--- src/rtl/fetch_unit.sv ---
`default_nettype none
// ============================================================================
// Module   : fetch_unit
// Brief    : Instruction-fetch stage: PC, lookahead ROM address, IR capture,
//            IR validity tracking and saturating fetch counter.
// Revision : 1.0 - initial release
// ============================================================================
module fetch_unit #(
    parameter int PC_W  = 8,
    parameter int IW    = 16,
    parameter int CNT_W = 16
) (
    input  logic             Clk,
    input  logic             Reset,
    input  logic             PC_clr,
    input  logic [PC_W-1:0]  PC_inc,
    input  logic             IR_ld,
    input  logic [IW-1:0]    IM_data,
    output logic [PC_W-1:0]  IM_addr,
    output logic [PC_W-1:0]  PC,
    output logic [IW-1:0]    IR,
    output logic             IR_valid,
    output logic [CNT_W-1:0] Fetch_count
);

    localparam logic [CNT_W-1:0] c_CNT_MAX = {CNT_W{1'b1}};

    typedef enum logic [0:0] {
        S_EMPTY  = 1'b0,
        S_LOADED = 1'b1
    } state_t;

    state_t           r_state;
    state_t           w_state_next;
    logic [PC_W-1:0]  r_pc;
    logic [PC_W-1:0]  w_pc_next;
    logic [IW-1:0]    r_ir;
    logic [CNT_W-1:0] r_cnt;
    logic [CNT_W-1:0] w_cnt_base;
    logic [CNT_W-1:0] w_cnt_next;

    // Lookahead address: the ROM registers it on the same edge PC updates.
    always_comb begin
        w_pc_next = PC_clr ? '0 : (r_pc + PC_inc);
        IM_addr   = Reset ? '0 : w_pc_next;
    end

    // Clear applies before the load is counted.
    always_comb begin
        w_cnt_base = PC_clr ? '0 : r_cnt;
        w_cnt_next = w_cnt_base;
        if (IR_ld && (w_cnt_base != c_CNT_MAX)) begin
            w_cnt_next = w_cnt_base + 1'b1;
        end
    end

    always_comb begin
        w_state_next = r_state;
        case (r_state)
            S_EMPTY:  if (IR_ld) w_state_next = S_LOADED;
            S_LOADED: if (PC_clr && !IR_ld) w_state_next = S_EMPTY;
            default:  w_state_next = S_EMPTY;
        endcase
    end

    always_ff @(posedge Clk or posedge Reset) begin
        if (Reset) begin
            r_state <= S_EMPTY;
        end else begin
            r_state <= w_state_next;
        end
    end

    always_ff @(posedge Clk or posedge Reset) begin
        if (Reset) begin
            r_pc  <= '0;
            r_ir  <= '0;
            r_cnt <= '0;
        end else begin
            r_pc  <= w_pc_next;
            r_cnt <= w_cnt_next;
            if (IR_ld) begin
                r_ir <= IM_data;
            end
        end
    end

    assign PC          = r_pc;
    assign IR          = r_ir;
    assign IR_valid    = (r_state == S_LOADED);
    assign Fetch_count = r_cnt;

endmodule
`default_nettype wire

--- config.mk ---
export PLATFORM = sky130hd
export DESIGN_NAME = fetch_unit
export DESIGN_NICKNAME = d
export VERILOG_FILES = /design/src/rtl/fetch_unit.sv
export SDC_FILE = /design/constraint.sdc
export NUM_CORES = 1
export LEC_CHECK = 0
export BUFFER_PORTS_ARGS = -buffer_cell sky130_fd_sc_hd__buf_2
export CAP_MARGIN = 10
export CELL_PAD_IN_SITES_DETAIL_PLACEMENT = 1
export CELL_PAD_IN_SITES_GLOBAL_PLACEMENT = 1
export CORE_MARGIN = 3
export CORE_UTILIZATION = 30
export CTS_BUF_LIST = sky130_fd_sc_hd__clkbuf_8
export DETAILED_ROUTE_END_ITERATION = 7
export MAX_ROUTING_LAYER = met4
export PLACE_DENSITY = 0.75
export REMOVE_ABC_BUFFERS = 1
export SYNTH_ARGS = -nofsm -noshare
export SYNTH_HDL_FRONTEND = slang
export SYNTH_SLANG_ARGS = --single-unit
--- constraint.sdc ---
create_clock -name Clk -period 5.1 [get_ports Clk]
set_clock_uncertainty 0.05 [all_clocks]
set_input_delay 0.51 -clock Clk [delete_from_list [all_inputs] [get_ports Clk]]
set_output_delay 0.51 -clock Clk [all_outputs]
set_load 0.005 [all_outputs]
==> flow_metrics.tcl <==
set metrics [dict create \
    status "completed" \
    hold_violations 0 \
    die_x_um 96.53 \
    cts_made_buffers 5 \
    ant_nets 0 \
    yosysMostFrequentCell "dfrtp_1" \
    die_y_um 96.53 \
    ys.flop_type "dfrtp_1" \
    path_clk_slew_ns 0.08 \
    tns_ns 0 \
    pin_count 77 \
    synth_top_family_by_area "simple AND/OR/NAND/NOR gates" \
    final_cells 399 \
    finalCritPeriodShare 0.5576 \
    synthSimpleGateAreaFrac 0.2209 \
    grt_max_degree 46 \
    grt_overflow 0 \
    synth.top_cells.by_count "dfrtp_1 (41), mux2_2 (18), nor2_1 (17)" \
    cts_setup_buffers 0 \
    synth_top_area_frac 0.4173 \
    period_needed_ns 2.844 \
    first_pass_iters 4 \
    layout.nets 334 \
    core_um2 7848 \
    post-route-cell-area_um2 3013 \
    p_leak_nw 1.458 \
    r2r-end "Fetch_count[15]" \
    cp_max_fo 5 \
    yosysWarnings 0 \
    hpwlAfterDp_um 4489 \
    cts_tree "yes" \
    cts_resized 0 \
    std_cell_rows 32 \
    syn_area_um2 2459 \
    clkSinkCount 41 \
    synth-async-reset-ratio 1.000 \
    clockBufferDepth 2 \
    drtIter0Drc 54 \
    diodes 0 \
    critPathCaptureType "primary output" \
    vias 1986 \
    setup_viol 0 \
    slew_viol_final 0 \
    synth-adder-area-share 0.04885 \
    drc 0 \
    reg2reg_from "Fetch_count[7]" \
    syn_to_final_growth_pct 22.54 \
    cts-root-buf "clkbuf_8" \
    io_buffer_count 76 \
    cap_violations 0 \
    initial_utilization 0.3133 \
    synth-compound-area-share 0.1074 \
    place_area_um2 2927 \
    vdd_drop_max_v 0.0001087 \
    power.density_nw_per_um2 298.2 \
    synthDistinctLibCells 53 \
    dp_cells 392 \
    synth_seq_area_share 0.4173 \
    arrival_ns 2.28 \
    slowest_delay_ns 0.43 \
    viasPerCell 4.977 \
    rr_worst_depth 4 \
    grt_pass1_wl_um 10080 \
    synth_top_area_cell "dfrtp_1" \
    drive_gt1_frac 0.4242 \
    crit_buf_inv 1 \
    syn_inst 223 \
    synth_edf_count 0 \
    clkLatencyLatePin_ns 0.28 \
    crit_chain "ha_1 -> fa_1 -> a21o_1 -> a21oi_1 -> xnor2_1 -> nor3_1 -> buf_2" \
    max_slew_margin 0.3607 \
    antenna_found_initial 0 \
    path_delay_family "adder cells" \
    wl_per_cell_um 15.40 \
    worstSetupPathType "register to primary output" \
    gp_congestion 0.7521 \
    yosys-mux-area-fraction 0.1455 \
    startpoint "PC[0]" \
    cp_slowest_cell "fa_1" \
    grt_usage 0.1415 \
    grt_pass1_vias 2080 \
    wirelength_um 6143 \
    start_kind "register" \
    cts_max_level 2 \
    power.total_uw 898.3 \
    synthXorXnorAreaFrac 0.02850 \
    fmax_mhz 351.7 \
    worst_pin_slew_ns 0.9518 \
    crit_required_ns 4.54 \
    holdBufCountCts 0 \
    synth-seq-cells 41 \
    hp-class "input port to asynchronous set/reset pin" \
    rsz0062_at_grt "no" \
    synth_area_leaders "dfrtp_1 (42%), mux2_2 (8.2%), ha_1 (4.1%), mux2_4 (3.7%), nor2b_1 (3.3%)" \
    ff2ff_setup_slack_ns 2.88 \
    dieArea_um2 9318 \
    synth.avg_cell_area_um2 11.03 \
]
==> report_power, final <==
| part | internal, mW | switching [mW] |
|---|---|---|
| Combinational | 0.134 | 0.159 |
| Clock | 0.106 | 0.114 |
| Sequential | 0.361 | 0.0243 |
| Total | 0.601 | 0.297 |
==> state kept, by name, summed over array words and instances, names as in the netlist <==
name,cells
IR,16
IR_valid,1
PC,8
Fetch_count,16
==> worst max path at each step <==
stage	end	slack, ns	cells past startpoint
2_1_floorplan	IM_addr[4]	2.69	6
4_1_cts	IM_addr[4]	2.24	7
5_1_grt	IM_addr[4]	2.08	7
3_3_place_gp	IM_addr[4]	2.36	8
3_5_place_dp	IM_addr[4]	2.34	8
6_report	IM_addr[4]	2.26	7
==> cells in the final DEF (no fill, tap or decap), types with 3 or more instances in the layout <==
cell and count:
xor2_1 3, mux2_1 4, or3_1 4, a21oi_1 5, o21ai_0 3, buf_2 76, nand3_1 6, a21oi_2 3
nand2_1 6, a21o_1 3, clkbuf_8 6, nor2b_1 13, nand4_1 6, nor3_1 7, xnor2_1 5, dfrtp_1 41
a211oi_1 3, nor2_1 17, mux2_4 6, mux2_2 18, nand2b_1 5, a2111oi_2 4, inv_1 8, ha_1 8
==> per-layer routing <==
layer	wire (um)	vias to the layer above	track usage
li1	-	958	-
met1	2858	970	0.1878
met2	2920	56	0.2247
met3	335	2	0.03021
met4	29	0	0.02804
met5	0	-	-
==> final cells by class <==
cell class              instances  area (um2)
inverters                       8       30.03
clock buffers                   6       82.58
clock inverters                 1       3.754
well taps                     102       127.6
flip-flops and latches         41        1026
fillers                       935        4835
repair buffers                 77       387.9
multi-input cells             164        1355
==> stage by stage <==
stage          utilization  setup WS, ns  hold WS (ns)
2_1_floorplan            -         2.688        0.4553
3_3_place_gp        0.3729         2.358        0.4361
3_5_place_dp        0.3729         2.335        0.4411
4_1_cts             0.3839         2.240        0.1907
5_1_grt             0.3839         2.077        0.2124
6_report            0.3839         2.256        0.1843
==> kinds of logic (layout without fill, tap and decap cells) <==
group,after synthesis,count (layout)
DFF,41,41
and+or+nand+nor,85,85
adders and majority gates,9,9
xor gates and xnor gates,8,8
AOI/OAI and AO/OA,32,32
muxes,30,30
buffers and inverters,18,92
No activity file was read; power rests on OpenSTA's default activity.
